## src/rtl/shifter_pkg.sv

```systemverilog
// shifter_pkg
// Shared constants and helpers for the ARM-style barrel shifter.
//   SH_LSL/SH_LSR/SH_ASR/SH_ROR : shift type encoding of shift_control[1:0]
//   OP_IMM/OP_REG               : operand source select, shift_control[2]
//   ror32()                     : 32-bit rotate right by 0..31
package shifter_pkg;

  localparam logic [1:0] SH_LSL = 2'b00;
  localparam logic [1:0] SH_LSR = 2'b01;
  localparam logic [1:0] SH_ASR = 2'b10;
  localparam logic [1:0] SH_ROR = 2'b11;

  localparam logic OP_IMM = 1'b0;
  localparam logic OP_REG = 1'b1;

  // Rotate through a doubled copy so a zero amount needs no special case.
  function automatic logic [31:0] ror32(input logic [31:0] value,
                                        input logic [4:0]  amt);
    logic [63:0] doubled;
    doubled = {value, value} >> amt;
    return doubled[31:0];
  endfunction

endpackage

```

## src/rtl/imm_rotator.sv

```systemverilog
// imm_rotator
// Combinational rotated-immediate operand: zero-extends an 8-bit immediate
// and rotates it right by twice the rotation field.
// Ports:
//   imm           in  8  immediate byte
//   rotation_code in  4  rotate field (rotation = 2 * rotation_code)
//   carry_in      in  1  current C flag, passed through for a zero rotation
//   value         out 32 rotated operand
//   carry         out 1  shifter carry
module imm_rotator
  import shifter_pkg::*;
(
  input  logic [7:0]  imm,
  input  logic [3:0]  rotation_code,
  input  logic        carry_in,
  output logic [31:0] value,
  output logic        carry
);

  logic [4:0] rot_amt;

  assign rot_amt = {rotation_code, 1'b0};
  assign value   = ror32({24'd0, imm}, rot_amt);

  // A non-zero rotation leaves its last rotated-out bit in bit 31.
  assign carry = (rotation_code == 4'd0) ? carry_in : value[31];

endmodule

```

## src/rtl/arm_barrel_shifter.sv

```systemverilog
// arm_barrel_shifter
// Registered 32-bit ARM-style barrel shifter producing the second ALU operand
// and the shifter carry. Operand is either a rotated 8-bit immediate or a
// register shifted LSL/LSR/ASR/ROR/RRX by an immediate or register amount.
// Optional feature macro: SHIFTER_RRX_EN (immediate ROR #0 performs RRX;
// when undefined, ROR #0 passes in_data and carry_in through).
// Ports:
//   clk           in  1  rising-edge clock
//   rst           in  1  synchronous active-high reset (priority over enable)
//   enable        in  1  capture new result this edge
//   in_data       in  32 register operand
//   in_data_imm   in  8  immediate operand byte
//   imm_or_reg    in  1  1: amount = shift_amt_imm, 0: amount = shift_amt_reg[7:0]
//   shift_control in  3  [2] operand source, [1:0] shift type
//   shift_amt_imm in  5  immediate shift amount
//   shift_amt_reg in  32 register shift amount (bits [7:0] used)
//   rotation_code in  4  immediate rotate field
//   carry_in      in  1  current C flag
//   carry_out     out 1  registered shifter carry
//   out_data      out 32 registered shifted operand
module arm_barrel_shifter
  import shifter_pkg::*;
(
  input  logic        clk,
  input  logic        rst,
  input  logic        enable,
  input  logic [31:0] in_data,
  input  logic [7:0]  in_data_imm,
  input  logic        imm_or_reg,
  input  logic [2:0]  shift_control,
  input  logic [4:0]  shift_amt_imm,
  input  logic [31:0] shift_amt_reg,
  input  logic [3:0]  rotation_code,
  input  logic        carry_in,
  output logic        carry_out,
  output logic [31:0] out_data
);

  logic [31:0] imm_val;
  logic        imm_carry;

  logic [7:0]  amt_reg;
  logic [7:0]  amt_eff;
  logic        amt_zero;
  logic [1:0]  sh_type;

  logic [32:0] lsl_w;
  logic [32:0] lsr_w;
  logic [32:0] asr_w;
  logic [31:0] ror_v;

  logic [31:0] reg_val;
  logic        reg_carry;
  logic [31:0] nxt_val;
  logic        nxt_carry;

  logic        unused_amt_hi;

  assign unused_amt_hi = ^shift_amt_reg[31:8];

  imm_rotator u_imm_rotator (
    .imm           (in_data_imm),
    .rotation_code (rotation_code),
    .carry_in      (carry_in),
    .value         (imm_val),
    .carry         (imm_carry)
  );

  assign sh_type = shift_control[1:0];
  assign amt_reg = shift_amt_reg[7:0];

  // An immediate amount of 0 encodes #32 for LSR/ASR; LSL #0 and ROR #0 are
  // resolved separately below via amt_zero, so they never see the 32.
  assign amt_zero = imm_or_reg ? (shift_amt_imm == 5'd0) : (amt_reg == 8'd0);
  assign amt_eff  = imm_or_reg ? ((shift_amt_imm == 5'd0) ? 8'd32 : {3'd0, shift_amt_imm})
                               : amt_reg;

  // 33-bit shifts carry the last shifted-out bit alongside the result, which
  // also yields the #32 and >32 corner cases without extra compares:
  //   lsl_w = {carry, value}, lsr_w/asr_w = {value, carry}.
  assign lsl_w = {1'b0, in_data} << amt_eff;
  assign lsr_w = {in_data, 1'b0} >> amt_eff;
  assign asr_w = $signed({in_data, 1'b0}) >>> amt_eff;

  // Rotation by r[4:0]; r a non-zero multiple of 32 rotates by 0 and the
  // carry still comes out as bit 31, matching the ARM rule.
  assign ror_v = ror32(in_data, amt_eff[4:0]);

  always_comb begin
    reg_val   = in_data;
    reg_carry = carry_in;
    case (sh_type)
      SH_LSL: begin
        if (!amt_zero) begin
          {reg_carry, reg_val} = lsl_w;
        end
      end
      SH_LSR: begin
        if (!amt_zero || imm_or_reg) begin
          {reg_val, reg_carry} = lsr_w;
        end
      end
      SH_ASR: begin
        if (!amt_zero || imm_or_reg) begin
          {reg_val, reg_carry} = asr_w;
        end
      end
      default: begin
        if (!amt_zero) begin
          reg_val   = ror_v;
          reg_carry = ror_v[31];
        end else if (imm_or_reg) begin
`ifdef SHIFTER_RRX_EN
          reg_val   = {carry_in, in_data[31:1]};
          reg_carry = in_data[0];
`else
          reg_val   = in_data;
          reg_carry = carry_in;
`endif
        end
      end
    endcase
  end

  always_comb begin
    nxt_val   = reg_val;
    nxt_carry = reg_carry;
    if (shift_control[2] == OP_IMM) begin
      nxt_val   = imm_val;
      nxt_carry = imm_carry;
    end
  end

  always_ff @(posedge clk) begin
    if (rst) begin
      out_data  <= 32'd0;
      carry_out <= 1'b0;
    end else if (enable) begin
      out_data  <= nxt_val;
      carry_out <= nxt_carry;
    end
  end

endmodule

```

## config.mk

```make
export PLATFORM = sky130hd
export DESIGN_NAME = arm_barrel_shifter
export DESIGN_NICKNAME = d
export VERILOG_FILES = /design/src/rtl/shifter_pkg.sv /design/src/rtl/imm_rotator.sv /design/src/rtl/arm_barrel_shifter.sv
export SDC_FILE = /design/constraint.sdc
export NUM_CORES = 1
export LEC_CHECK = 0
export ABC_AREA = 1
export CAP_MARGIN = 20
export CORE_MARGIN = 1.5
export CORE_UTILIZATION = 25
export CTS_CLUSTER_SIZE = 25
export DETAILED_ROUTE_END_ITERATION = 8
export MAX_ROUTING_LAYER = met4
export PLACE_DENSITY = 0.52
export SETUP_SLACK_MARGIN = 0.02
export SLEW_MARGIN = 5
export SYNTH_ARGS = -nofsm -noshare
export SYNTH_HDL_FRONTEND = slang
export SYNTH_SLANG_ARGS = --single-unit
```

## constraint.sdc

```tcl
create_clock -name clk -period 2.2 [get_ports clk]
set_input_delay 0.33 -clock clk [delete_from_list [all_inputs] [get_ports clk]]
set_output_delay 0.33 -clock clk [all_outputs]
set_load 0.02 [all_outputs]
```

==> After elaboration in Yosys (flattened, before gate mapping) <==
Index checks and enable logic that the tools add are counted.
{ "word_totals": {"reg_bits": 33} }
{ "op_classes": {"n_eq_ne": 2, "shifts": 5, "mux": 16, "reduce_logical": 6} }
{ "op_table": {"columns": ["operator", "n"], "rows": [
  ["$mux W32", 5],
  ["$pmux W32 S3", 1],
  ["$shr A64 B5 Y32", 1],
  ["$shr A40 B5 Y32", 1],
  ["$shl A32 B8 Y33", 1],
  ["$shr A33 B8 Y33", 1],
  ["$sshr A33 B8 Y33", 1],
  ["$logic_not A8 Y1", 1],
  ["$mux W8", 1],
  ["$mux W1", 7],
  ["$mux W6", 1],
  ["$logic_not A5 Y1", 1],
  ["$logic_not A4 Y1", 1],
  ["$pmux W1 S3", 1],
  ["$eq A2 B1 Y1 const B", 1],
  ["$eq A2 B2 Y1 const B", 1],
  ["$logic_not A2 Y1", 1],
  ["$logic_not A1 Y1", 1],
  ["$logic_or A1 B1 Y1", 1]
]} }

==> Longest topological paths before layout <==
Gate-level depths: netlist of run 1.
{ "logic_depth": {"word_depth": 7, "depth_mapped": 21, "ltp_nobuf": 20} }

==> By module <==
From an unflattened synthesis of run 1, not the netlist that was laid out.
{ "unflattened": {"hier_cells": 1927, "hier_area_um2": 9375.2} }
{ "by_module_without_submodules": {"columns": ["mod", "n_inst", "cells_per_inst", "area_per_inst_um2"], "rows": [
  ["arm_barrel_shifter", 1, 1803, 8728.4],
  ["imm_rotator", 1, 124, 646.9]
]} }

==> Least setup slack after synthesis of run 1 <==
Ideal clock, no wire load.
{ "synth_timing": {"path_kind": "input to register", "start": "in imm_or_reg", "end": "reg out_data[18]", "setup_time_ps": 117, "t_arrival_ps": 1850, "t_required_ps": 2083, "setup_slack_ps": 233, "cell_stages": 14, "path_buffers": 2, "cell_sequence": "inv_4 -> nor2_2 -> a21oi_4 -> buf_2 -> buf_1 -> nand3_1 -> nand2_1 -> nor2_1 -> o21ai_1 -> nand2_1 -> nand2_1 -> nand4_1 -> a21oi_1 -> nor2_1"} }
{ "synth_between": {"elab_chain_cells": 6} }
{ "synth_rtl": {"columns": ["item", "line_no", "text"], "rows": [
  ["from (decl)", "arm_barrel_shifter.sv:29", "input logic imm_or_reg,"],
  ["parallel branches: the longest is 4 deep, another holds $sshr A33 B8 Y33", null, null],
  ["$pmux W32 S3 *", "arm_barrel_shifter.sv:92", "case (sh_type)"],
  ["$mux W32 *", "arm_barrel_shifter.sv:128", "if (shift_control[2] == OP_IMM) begin"],
  ["to (signal assigned)", "arm_barrel_shifter.sv:139", "out_data <= nxt_val;"],
  ["to (decl)", "arm_barrel_shifter.sv:36", "output logic [31:0] out_data"]
]} }
Every way passes the cells marked *.
A chain may end at the register's enable or synchronous reset.

==> Worst setup path after layout of run 1 <==
{ "layout_timing": {"start": "in imm_or_reg", "end": "reg out_data[17]"} }
The elaborated chain is that of the path after synthesis.

==> results.rst, run 1 <==
.. list-table::
   :header-rows: 1

   * - Metric
     - Value
   * - Main area contributors after synthesis
     - sky130_fd_sc_hd__nand2_1, sky130_fd_sc_hd__nand3_1, sky130_fd_sc_hd__dfxtp_1, sky130_fd_sc_hd__o21ai_0, sky130_fd_sc_hd__a21oi_1
   * - Residual antenna-violating net count after detailed routing
     - 0
   * - GRT Util Overall
     - 32.7%
   * - Post-detailed-routing wire length
     - 67.4 mm
   * - Slew Limit Fails
     - 0
   * - Portion of the clock cycle consumed by the worst path in the final layout
     - 107%
   * - Hold wc startpoint
     - out_data[18]
   * - Antenna violations before repair
     - 2
   * - Static leakage
     - 8.30 nW
   * - Via-per-instance ratio
     - 5.87
   * - Area share of the largest cell type after synthesis
     - 30.1%
   * - Iteration-0 DRC count of the detailed router
     - 2021
   * - Reg clk slew, reported paths
     - 50 ps
   * - Number of nets in the synthesized netlist
     - 2012
   * - Least setup slack across all paths after layout
     - -159 ps
   * - Achievable Freq
     - 424 MHz
   * - Post-synth top area cell
     - sky130_fd_sc_hd__nand2_1
   * - Cell count of the worst reg-to-reg path
     - 2
   * - Kind of start point of the critical path
     - input pin
   * - Die footprint
     - 38600 um2
   * - Count of maximum capacitance violations
     - 0
   * - Vias
     - 16328
   * - Arrival time at the worst endpoint
     - 2520 ps
   * - Maximum clock insertion buffer count
     - 2
   * - First-pass detailed-route iteration total
     - 9
   * - Area grow syn2layout
     - 91.3%
   * - Crit-path max FO
     - 7
   * - Highest-count cells in the layout ignoring fill and taps
     - sky130_fd_sc_hd__nand2_1, sky130_fd_sc_hd__buf_4, sky130_fd_sc_hd__nand3_1
   * - Post-synthesis area per instance
     - 4.87 um2
   * - Yosys cell types
     - 44
   * - Total CTS buffers
     - 5
   * - Worst Setup End Kind
     - register
   * - Switching share of power
     - 50.4%
   * - Area of the mapped netlist
     - 9360 um2
   * - Post-synthesis sequential area ratio
     - 7.06%
   * - Share of total power in combinational logic
     - 78.3%
   * - Clock tree from TritonCTS
     - built
   * - Setup repair after global routing missed its margin
     - yes
   * - Clk network pwr share
     - 12.6%
   * - IR drop worst, VDD
     - 0.297 mV
   * - WL per Instance
     - 24.2 um
   * - Net switching power
     - 0.00372 W
   * - Clock tree root buffer cell
     - sky130_fd_sc_hd__clkbuf_16
   * - H-tree depth reported by CTS
     - 2
   * - Setup slack on the worst flop-to-flop path
     - 1410 ps
   * - Int Pwr
     - 0.00365 W
   * - Count of buffers from port buffering
     - 97
   * - Die X-Extent
     - 196 um
   * - Number of synthesized register bits
     - 33
   * - Starting Density
     - 25.5%
   * - Final setup skew
     - 0 ps
   * - Finish-stage setup viols
     - 25
   * - Sink count of the clock tree
     - 33
   * - Actual transition at the worst max-transition pin
     - 655 ps
   * - Final estimated routing congestion in global placement
     - 1.05
   * - Number of standard-cell rows in the floorplan
     - 70
   * - Sequential cell fraction of total power
     - 9.1%
   * - Areal power density over the cells
     - 412 nW/um2
   * - Run status
     - complete, but fails checks
   * - Share of the core filled with cells
     - 48.8%
   * - Leftover overflow at the end of global routing
     - 0
   * - I/O pin total
     - 122
   * - Launch point of the worst reg-to-reg path
     - out_data[17]
   * - Worst Setup Path Type
     - input pin to register
   * - Cells after synthesis
     - 1923
   * - Endpoint of the worst hold path
     - out_data[18]
   * - Via count of the first global-routing pass
     - 14975
   * - Hold WC Path Type
     - register to register
   * - End of the worst register-to-register path
     - out_data[17]
   * - DPL Wire Length
     - 46.2 mm
   * - Wire length of the first global-routing pass
     - 93.2 mm
   * - Failing checks
     - design-rule violations, negative setup slack
   * - Most common cell after layout, fill and taps aside
     - sky130_fd_sc_hd__nand2_1
   * - Hold_buf cts
     - 0
   * - Final Hold Fails
     - 0
   * - Core Region
     - 36700 um2
   * - Relative slew margins
     - 55.9%
   * - Count of warnings emitted by yosys
     - 0
   * - Die Ht
     - 196 um
   * - Final-stage net count
     - 2401
   * - Critical Path RT
     - 2360 ps
   * - Worst hold path cell count
     - 2
   * - Pin count of the biggest net entering global routing
     - 43
   * - Clock period minus worst slack
     - 2360 ps
   * - Share of post-route cells with drive strength above 1
     - 44.9%
   * - Worst-skew pair later-pin latency
     - 280 ps
   * - DRC errors left
     - 19
   * - Worst setup slack after placement
     - -1100 ps
## worst max-delay path: stages
cell and delay (ps):
sky130_fd_sc_hd__buf_12 110, sky130_fd_sc_hd__buf_8 120, sky130_fd_sc_hd__nand2_4 70, sky130_fd_sc_hd__nand2_8 140, sky130_fd_sc_hd__buf_6 160, sky130_fd_sc_hd__buf_12 160
sky130_fd_sc_hd__o21ai_4 100, sky130_fd_sc_hd__nand3_2 120, sky130_fd_sc_hd__nand3_2 120, sky130_fd_sc_hd__buf_4 160, sky130_fd_sc_hd__nand2_4 130, sky130_fd_sc_hd__nand3_2 90
sky130_fd_sc_hd__nand2_2 90, sky130_fd_sc_hd__o21ai_1 80, sky130_fd_sc_hd__a21oi_2 240, sky130_fd_sc_hd__nand3_2 140, sky130_fd_sc_hd__nand2_2 90, sky130_fd_sc_hd__a21oi_2 60
## metrics by stage
stage               setup TNS [ps]  cell area, um2  hold WS [ps]  cells  total power (W)
floorplan                        0            9360           537   1923          0.00279
global placement            -31590           12900           506   2665          0.00459
detailed placement          -31680           12900           516   2665          0.00460
CTS                          -4.39           16000           534   2760          0.00646
global route                 -3610           17900           563   2783          0.00766
finish                       -1310           17900           526   2783          0.00737
## kinds of logic (layout without fill, tap and decap cells)
logic type,Yosys count,in the layout,synth area share [%]
other,0,2,0
flip-flops,33,33,7.06
buffers and inverters,266,656,12.9
multiplexers,7,7,0.749
AO/OA/AOI/OAI,411,411,24.8
AND/OR/NAND/NOR,1206,1206,54.4
## final cells by class
cell class / count / area [um2]
tap: 468 / 586
timing repair buffer: 525 / 5730
clock inverter: 3 / 65.1
sequential: 33 / 661
antenna: 2 / 5.00
clock buffer: 5 / 125
inverter: 123 / 504
multi-input combinational: 1624 / 10200
fill: 3631 / 18800
## state kept, by name, indices dropped and copies added (netlist names)
| signal | flops |
|---|---|
| carry_out | 1 |
| out_data | 32 |
## Yosys cell counts (all sizes together)
cell type	count
a211oi	6
a21oi	111
a221o	2
a31oi	15
and2	2
and3	2
buf	84
clkbuf	59
clkinv	3
dfxtp	33
inv	120
mux2i	7
nand2	755
nand3	332
nand3b	4
nand4	10
nor2	71
nor3	12
nor4	1
o2111ai	1
o211ai	41
o21a	3
o21ai	221
o21bai	1
o221ai	2
o22ai	7
o41ai	1
or2	17
## what timing repair did
action | in CTS | in global routing
cloned | 26 | 8
buffers inserted | 62 | 14
pin swaps | 121 | 141
resized for setup | 474 | 437
setup endpoints to repair | 33 | 33
## routing by layer
| layer | routed length, um | share of wire (%) | GRT usage [%] |
|---|---|---|---|
| met1 | 26100 | 39 | 42.2 |
| met2 | 28800 | 43 | 48.6 |
| met3 | 7040 | 10 | 3.97 |
| met4 | 5510 | 8.2 | 20.1 |
| met5 | 0 | 0 | - |
## power groups by stage
stage | combinational [W] | sequential, W | clock (W)
global placement | 0.00391 | 0.000683 | 0
CTS | 0.00487 | 0.000670 | 0.000928
global route | 0.00603 | 0.000674 | 0.000964
detailed placement | 0.00391 | 0.000683 | 0
floorplan | 0.00207 | 0.000726 | 0
finish | 0.00577 | 0.000670 | 0.000928
## how the worst max path moves through the flow
stage | from | to | slack, ps | cells after the start
6_report | imm_or_reg | out_data[17] | -160 | 18
5_1_grt | imm_or_reg | out_data[24] | -200 | 17
4_1_cts | shift_amt_imm[0] | out_data[3] | -4 | 18
3_5_place_dp | imm_or_reg | out_data[5] | -1100 | 18
3_3_place_gp | imm_or_reg | out_data[6] | -1120 | 17
2_1_floorplan | imm_or_reg | out_data[18] | 230 | 14
Power figures use the tool's default switching activity.
==> run 2, diff against run 1 <==
--- a/config.mk
+++ b/config.mk
@@ -11,7 +11,6 @@
 export CORE_UTILIZATION = 25
 export CTS_CLUSTER_SIZE = 25
 export DETAILED_ROUTE_END_ITERATION = 8
-export MAX_ROUTING_LAYER = met4
 export PLACE_DENSITY = 0.52
 export SETUP_SLACK_MARGIN = 0.02
 export SLEW_MARGIN = 5
==> run 2 against run 1 <==
- the flow finishes with violations (negative setup slack)
- fmax shrank 0.10%
- via count is 0.56% higher
- power down 0.29%
- cell area down 1.8%
- critical path depth increased by 1
- combinational power fell by 0.9%
- die area did not move
- worst hold slack better by 3.0 ps
- setup slack worse by 2.4 ps
- register-to-register slack got worse by 30 ps
- global-route usage is 0.39 points higher
- largest cell class unchanged
- largest power group unchanged
- highest routed layer is now met5
==> results.rst, run 2 (synthesis gave the netlist of run 1 again) <==
.. list-table::
   :header-rows: 1

   * - Metric
     - Value
   * - Highest-count cells in the layout ignoring fill and taps
     - sky130_fd_sc_hd__nand2_1, sky130_fd_sc_hd__buf_4, sky130_fd_sc_hd__nand3_1 (unchanged)
   * - Count of buffers from port buffering
     - 97 (unchanged)
   * - Iteration-0 DRC count of the detailed router
     - 2010 (was 2021)
   * - Setup repair after global routing missed its margin
     - yes (unchanged)
   * - Number of flip-flops under the largest register name
     - 32 (unchanged)
   * - Final estimated routing congestion in global placement
     - 1.03 (was 1.05)
   * - Antenna violations before repair
     - 1 (was 2)
   * - Multi-input gate area in the final layout
     - 9990 um2 (was 10200 um2)
   * - DPL Wire Length
     - 46.0 mm (was 46.2 mm)
   * - First-pass detailed-route iteration total
     - 5 (was 9)
   * - Total CTS buffers
     - 5 (unchanged)
   * - Area grow syn2layout
     - 87.8% (was 91.3%)
   * - Actual transition at the worst max-transition pin
     - 615 ps (was 655 ps)
   * - Final-stage net count
     - 2407 (was 2401)
   * - H-tree depth reported by CTS
     - 2 (unchanged)
   * - Hold_buf cts
     - 0 (unchanged)
   * - Portion of the clock cycle consumed by the worst path in the final layout
     - 107% (about the same)
   * - Most frequent CP cell
     - sky130_fd_sc_hd__nand2_2 (was sky130_fd_sc_hd__nand3_2)
   * - Wire length of the first global-routing pass
     - 96.0 mm (was 93.2 mm)
   * - DRC errors left
     - 0 (was 19)
   * - Most common cell after layout, fill and taps aside
     - sky130_fd_sc_hd__nand2_1 (unchanged)
   * - Minimum hold slack
     - 529 ps (was 526 ps)
   * - Crit-path max FO
     - 5 (was 7)
   * - Relative slew margins
     - 58.6% (was 55.9%)
   * - Most flops, register
     - out_data (unchanged)
   * - WL per Instance
     - 24.2 um (about the same)
   * - Static leakage
     - 8.18 nW (was 8.30 nW)
   * - Critical Path RT
     - 2380 ps (was 2360 ps)
   * - Worst-skew pair later-pin latency
     - 290 ps (was 280 ps)
   * - Total inserted antenna cells
     - 0 (was 2)
   * - Maximum clock insertion buffer count
     - 2 (unchanged)
   * - Final Hold Fails
     - 0 (unchanged)
   * - IR drop worst, VDD
     - 0.337 mV (was 0.297 mV)
   * - Placed Cells
     - 2673 (was 2665)
   * - Final setup skew
     - 0 ps (unchanged)
   * - Achievable Freq
     - 423 MHz (was 424 MHz)
   * - Residual antenna-violating net count after detailed routing
     - 0 (unchanged)
   * - Clock tree root buffer cell
     - sky130_fd_sc_hd__clkbuf_16 (unchanged)
   * - Clock tree from TritonCTS
     - built (unchanged)
   * - Hold WC Path Type
     - register to register (unchanged)
   * - Die footprint
     - 38600 um2 (unchanged)
   * - Leftover overflow at the end of global routing
     - 0 (unchanged)
   * - Count of maximum capacitance violations
     - 0 (unchanged)
   * - Worst Setup End Kind
     - register (unchanged)
   * - Fin cells
     - 2787 (was 2783)
   * - Top Registers
     - out_data: 32 flops, carry_out: 1 flops (unchanged)
   * - Post-detailed-routing wire length
     - 67.3 mm (was 67.4 mm)
   * - Total power
     - 0.00735 W (was 0.00737 W)
   * - Sequential cell area
     - 661 um2 (unchanged)
   * - Via count of the first global-routing pass
     - 15460 (was 14975)
   * - Kind of start point of the critical path
     - input pin (unchanged)
   * - Vias
     - 16420 (was 16328)
   * - Number of fill cells in the layout
     - 3664 (was 3631)
   * - Slew Limit Fails
     - 0 (unchanged)
   * - Failing checks
     - negative setup slack (was design-rule violations, negative setup slack)
   * - Worst Setup Path Type
     - input pin to register (unchanged)
   * - Reg clk slew, reported paths
     - 60 ps (was 50 ps)
   * - GRT Util Overall
     - 33.1% (was 32.7%)
   * - Die X-Extent
     - 196 um (unchanged)
   * - Die Ht
     - 196 um (unchanged)
   * - Share of post-route cells with drive strength above 1
     - 44.1% (was 44.9%)
   * - Core Region
     - 36700 um2 (unchanged)
   * - I/O pin total
     - 122 (unchanged)
   * - Slowest stage cell on the critical path
     - sky130_fd_sc_hd__a21oi_1 (was sky130_fd_sc_hd__a21oi_2)
   * - Pin count of the biggest net entering global routing
     - 43 (unchanged)
   * - Clock period minus worst slack
     - 2360 ps (about the same)
   * - Sink count of the clock tree
     - 33 (unchanged)
   * - Maximum single-stage delay on the critical path
     - 250 ps (was 240 ps)
   * - Areal power density over the cells
     - 418 nW/um2 (was 412 nW/um2)
   * - Finish-stage setup viols
     - 28 (was 25)
   * - Ordered list of cells on the worst path
     - buf_8 -> buf_6 -> buf_6 -> nor2_4 -> buf_12 -> buf_16 -> o21ai_4 -> nand2_2 -> inv_1 -> nand2_2 -> nand3_1 -> nand2_2 -> nor2_1 -> o21ai_1 -> nand2_1 -> nand2_1 -> nand4_1 -> a21oi_1 -> nor2_1 (was buf_12 -> buf_8 -> nand2_4 -> nand2_8 -> buf_6 -> buf_12 -> o21ai_4 -> nand3_2 -> nand3_2 -> buf_4 -> nand2_4 -> nand3_2 -> nand2_2 -> o21ai_1 -> a21oi_2 -> nand3_2 -> nand2_2 -> a21oi_2)
   * - Arrival time at the worst endpoint
     - 2540 ps (was 2520 ps)
   * - Least setup slack across all paths after layout
     - -162 ps (was -159 ps)
   * - Total Neg Setup Slack
     - -1790 ps (was -1310 ps)
   * - Via-per-instance ratio
     - 5.89 (was 5.87)
   * - Run status
     - complete, but fails checks (unchanged)
   * - Number of standard-cell rows in the floorplan
     - 70 (unchanged)
   * - Starting Density
     - 25.5% (unchanged)
==> run 2: worst paths after layout <==
kind	start	end	cells after the start	slack (ps)
worst max-delay path	imm_or_reg	out_data[18]	19	-160
worst min-delay path	out_data[1]	out_data[1]	2	530
worst max register to register	out_data[6]	out_data[6]	2	1380
worst min register to register	out_data[1]	out_data[1]	2	530
==> run 2: power breakdown <==
part           leakage (nW)  total, W  switching, W  internal (W)
Combinational          7.82   0.00572       0.00341       0.00231
Sequential            0.273  0.000671     0.0000290      0.000642
Clock                0.0944  0.000958      0.000304      0.000654
Total                  8.18   0.00735       0.00374       0.00361
==> run 2: metrics by stage <==
stage / setup WS [ps] / util [%] / instance area, um2
final: -162 / 47.9 / 17600
after global routing: -307 / 47.9 / 17600
after CTS: -60.4 / 44.3 / 16300
after detailed placement: -1050 / 35.5 / 13000
after global placement: -992 / 35.5 / 13000
after floorplan: 233 / - / 9360
==> run 2: what timing repair did <==
action / 4_1_cts / 5_1_grt
pin swaps: 138 / 153
resized for setup: 538 / 304
buffers inserted: 66 / 17
cloned: 26 / 4
setup endpoints to repair: 33 / 33
hold endpoints to repair: 0 / 0
==> run 2: area by class of cell <==
| type | instances | share of cell area (%) |
|---|---|---|
| multi-input cells | 1624 | 56.9 |
| repair buffers | 531 | 32.1 |
| flip-flops and latches | 33 | 3.76 |
| well taps | 468 | 3.33 |
| inverters | 123 | 2.83 |
| clock buffers | 5 | 0.712 |
| clock inverters | 3 | 0.392 |
==> run 2: worst max-delay path, delay by kind of cell <==
family	cells	cell delay, ps
compound gates	3	440
simple gates	10	1020
buf+inv	6	720
==> run 2: per-layer routing <==
layer	up-vias	share of wire [%]	track usage (%)	wire length, um
met1	7676	38	42.8	25700
met3	330	12	6.52	7840
met2	1157	41	49.8	27900
li1	7255	-	-	-
met4	2	8.8	21.7	5930
met5	-	0.013	1.15	9
==> run 3, diff against run 2 <==
--- a/config.mk
+++ b/config.mk
@@ -11,7 +11,7 @@
 export CORE_UTILIZATION = 25
 export CTS_CLUSTER_SIZE = 25
 export DETAILED_ROUTE_END_ITERATION = 8
-export PLACE_DENSITY = 0.52
+export PLACE_DENSITY = 0.43
 export SETUP_SLACK_MARGIN = 0.02
 export SLEW_MARGIN = 5
 export SYNTH_ARGS = -nofsm -noshare
==> run 3 against run 2 <==
- die area unchanged
- cell count increased by 1.4%
- critical endpoint is now out_data[14]
- setup slack improved by 120 ps
- the run still ends with negative setup slack left
- core utilization increased by 2.3 points
- register-to-register slack improved by 90 ps
- sequential share of layout area decreased by 0.17 points
- via count decreased by 2.8%
- sequential power about the same
- worst hold slack got worse by 0.71 ps
==> results.rst, run 3 (synthesis gave the netlist of run 1 again) <==
.. list-table::
   :header-rows: 1

   * - Metric
     - Value
   * - Run status
     - complete, but fails checks (unchanged)
   * - Failing checks
     - negative setup slack (unchanged)
   * - Final-stage net count
     - 2445 (was 2407)
   * - Achievable Freq
     - 446 MHz (was 423 MHz)
   * - Finish-stage setup viols
     - 8 (was 28)
   * - Starting Density
     - 25.5% (unchanged)
   * - Post-DP Area
     - 13300 um2 (was 13000 um2)
   * - DRC errors left
     - 0 (unchanged)
   * - Maximum single-stage delay on the critical path
     - 240 ps (was 250 ps)
   * - Core Region
     - 36700 um2 (unchanged)
   * - Critical Path RT
     - 2410 ps (was 2380 ps)
   * - H-tree depth reported by CTS
     - 2 (unchanged)
   * - Die X-Extent
     - 196 um (unchanged)
   * - Most common cell after layout, fill and taps aside
     - sky130_fd_sc_hd__nand2_1 (unchanged)
   * - Hold WC Path Type
     - register to register (unchanged)
   * - Buffers and inverters on the worst path
     - 6 (unchanged)
   * - Slowest stage cell on the critical path
     - sky130_fd_sc_hd__a211oi_2 (was sky130_fd_sc_hd__a21oi_1)
   * - Post-detailed-routing wire length
     - 67.3 mm (about the same)
   * - WL per Instance
     - 23.8 um (was 24.2 um)
   * - GRT Util Overall
     - 33.5% (was 33.1%)
   * - Relative slew margins
     - 67.0% (was 58.6%)
   * - Setup repair after global routing missed its margin
     - yes (unchanged)
   * - Die footprint
     - 38600 um2 (unchanged)
   * - Number of standard-cell rows in the floorplan
     - 70 (unchanged)
   * - Via count of the first global-routing pass
     - 15562 (was 15460)
   * - I/O pin total
     - 122 (unchanged)
   * - Top Registers
     - out_data: 32 flops, carry_out: 1 flops (unchanged)
   * - Share of the core filled with cells
     - 50.2% (was 47.9%)
   * - Die Ht
     - 196 um (unchanged)
   * - Final Hold Fails
     - 0 (unchanged)
   * - IR drop worst, VDD
     - 0.221 mV (was 0.337 mV)
   * - Vias
     - 15959 (was 16420)
   * - Highest-count cells in the layout ignoring fill and taps
     - sky130_fd_sc_hd__nand2_1, sky130_fd_sc_hd__buf_4, sky130_fd_sc_hd__nand2_2 (was sky130_fd_sc_hd__nand2_1, sky130_fd_sc_hd__buf_4, sky130_fd_sc_hd__nand3_1)
   * - Count of buffers from port buffering
     - 97 (unchanged)
   * - Count of maximum capacitance violations
     - 0 (unchanged)
   * - Ordered list of cells on the worst path
     - buf_12 -> inv_12 -> buf_4 -> o21ai_4 -> buf_12 -> buf_12 -> buf_16 -> nand3_1 -> nand3_1 -> nand3_1 -> nand3_4 -> nand2_1 -> a211oi_2 -> nor2_1 -> nand2_2 -> nand2_1 -> a21oi_1 (was buf_8 -> buf_6 -> buf_6 -> nor2_4 -> buf_12 -> buf_16 -> o21ai_4 -> nand2_2 -> inv_1 -> nand2_2 -> nand3_1 -> nand2_2 -> nor2_1 -> o21ai_1 -> nand2_1 -> nand2_1 -> nand4_1 -> a21oi_1 -> nor2_1)
   * - Portion of the clock cycle consumed by the worst path in the final layout
     - 102% (was 107%)
   * - Maximum clock insertion buffer count
     - 2 (unchanged)
   * - Clock tree from TritonCTS
     - built (unchanged)
   * - Minimum hold slack
     - 528 ps (was 529 ps)
   * - Slew Limit Fails
     - 0 (unchanged)
   * - Antenna violations before repair
     - 0 (was 1)
   * - Reg clk slew, reported paths
     - 60 ps (about the same)
   * - Static leakage
     - 8.52 nW (was 8.18 nW)
   * - Area grow syn2layout
     - 96.9% (was 87.8%)
   * - Sink count of the clock tree
     - 33 (unchanged)
   * - Via-per-instance ratio
     - 5.65 (was 5.89)
   * - Worst Setup End Kind
     - register (unchanged)
   * - Leftover overflow at the end of global routing
     - 0 (unchanged)
   * - Worst setup slack after placement
     - -1080 ps (was -1050 ps)
   * - Final estimated routing congestion in global placement
     - 1.01 (was 1.03)
   * - Hold_buf cts
     - 0 (unchanged)
   * - DPL Wire Length
     - 49.0 mm (was 46.0 mm)
   * - Residual antenna-violating net count after detailed routing
     - 0 (unchanged)
   * - Total CTS buffers
     - 5 (unchanged)
   * - Areal power density over the cells
     - 394 nW/um2 (was 418 nW/um2)
   * - Total inserted antenna cells
     - 0 (unchanged)
   * - Crit-path max FO
     - 7 (was 5)
   * - First-pass detailed-route iteration total
     - 6 (was 5)
   * - Worst Setup Path Type
     - input pin to register (unchanged)
   * - Area of all placed cells without fillers
     - 18400 um2 (was 17600 um2)
   * - Clock tree root buffer cell
     - sky130_fd_sc_hd__clkbuf_16 (unchanged)
   * - Total power
     - 0.00726 W (was 0.00735 W)
   * - Share of post-route cells with drive strength above 1
     - 48.9% (was 44.1%)
   * - Actual transition at the worst max-transition pin
     - 491 ps (was 615 ps)
   * - Final setup skew
     - 0 ps (unchanged)
   * - Wire length of the first global-routing pass
     - 96.9 mm (was 96.0 mm)
   * - Arrival time at the worst endpoint
     - 2450 ps (was 2540 ps)
   * - Worst-skew pair later-pin latency
     - 280 ps (was 290 ps)
   * - Clock period minus worst slack
     - 2240 ps (was 2360 ps)
   * - Most flops, register
     - out_data (unchanged)
   * - Dominant delay contributor by cell family on the critical path
     - simple AND/OR/NAND/NOR gates (unchanged)
   * - Iteration-0 DRC count of the detailed router
     - 1569 (was 2010)
   * - Number of flip-flops under the largest register name
     - 32 (unchanged)
   * - Kind of start point of the critical path
     - input pin (unchanged)
   * - Least setup slack across all paths after layout
     - -44.5 ps (was -162 ps)
   * - Pin count of the biggest net entering global routing
     - 39 (was 43)
-- run 3: worst min-delay path, delay by kind of cell (launching register included) --
kind | cells | cell delay, ps
AOI/OAI and AO/OA | 1 | 80
DFF | 1 | 340
and+or+nand+nor | 1 | 70
-- run 3: layout make-up --
class / instances / area [um2]
fill: 3745 / 18300
multi-input combinational: 1624 / 10600
timing repair buffer: 569 / 5930
sequential: 33 / 661
tap: 468 / 586
inverter: 123 / 513
clock buffer: 6 / 129
clock inverter: 2 / 10.0
-- run 3: power by group --
group          internal [W]  switching, W
Sequential         0.000642     0.0000282
Combinational       0.00244       0.00347
Clock              0.000416      0.000267
-- run 3: path summary, 6_finish.rpt --
check	end	from	depth (start not counted)	slack (ps)
setup / recovery	out_data[14]	imm_or_reg	17	-40
hold / removal	out_data[18]	out_data[18]	2	530
setup reg to reg	out_data[4]	out_data[4]	2	1470
hold reg to reg	out_data[18]	out_data[18]	2	530
-- run 3: metal layers --
metal / part of all wire, % / GRT usage, % / vias up / wire length [um]
met2: 45 / 54.5 / 829 / 30200
met5: 0 / 0 / - / 0
met1: 41 / 43.4 / 7589 / 27400
met3: 8.2 / 4.95 / 208 / 5510
met4: 6.1 / 16.4 / 0 / 4110
li1: - / - / 7333 / -
-- run 3: what timing repair did --
| item | CTS | global route |
|---|---|---|
| setup endpoints to repair | 33 | 33 |
| gates resized for setup | 608 | 439 |
| setup buffers | 72 | 22 |
| gates cloned | 22 | 2 |
| pin swaps | 166 | 196 |
-- run 3: stage by stage --
stage                     std cells  TNS (ps)
final                          2825      -144
after global routing           2825     -2270
after CTS                      2807      -278
after detailed placement       2708    -31270
after global placement         2708    -30900
after floorplan                1923         0
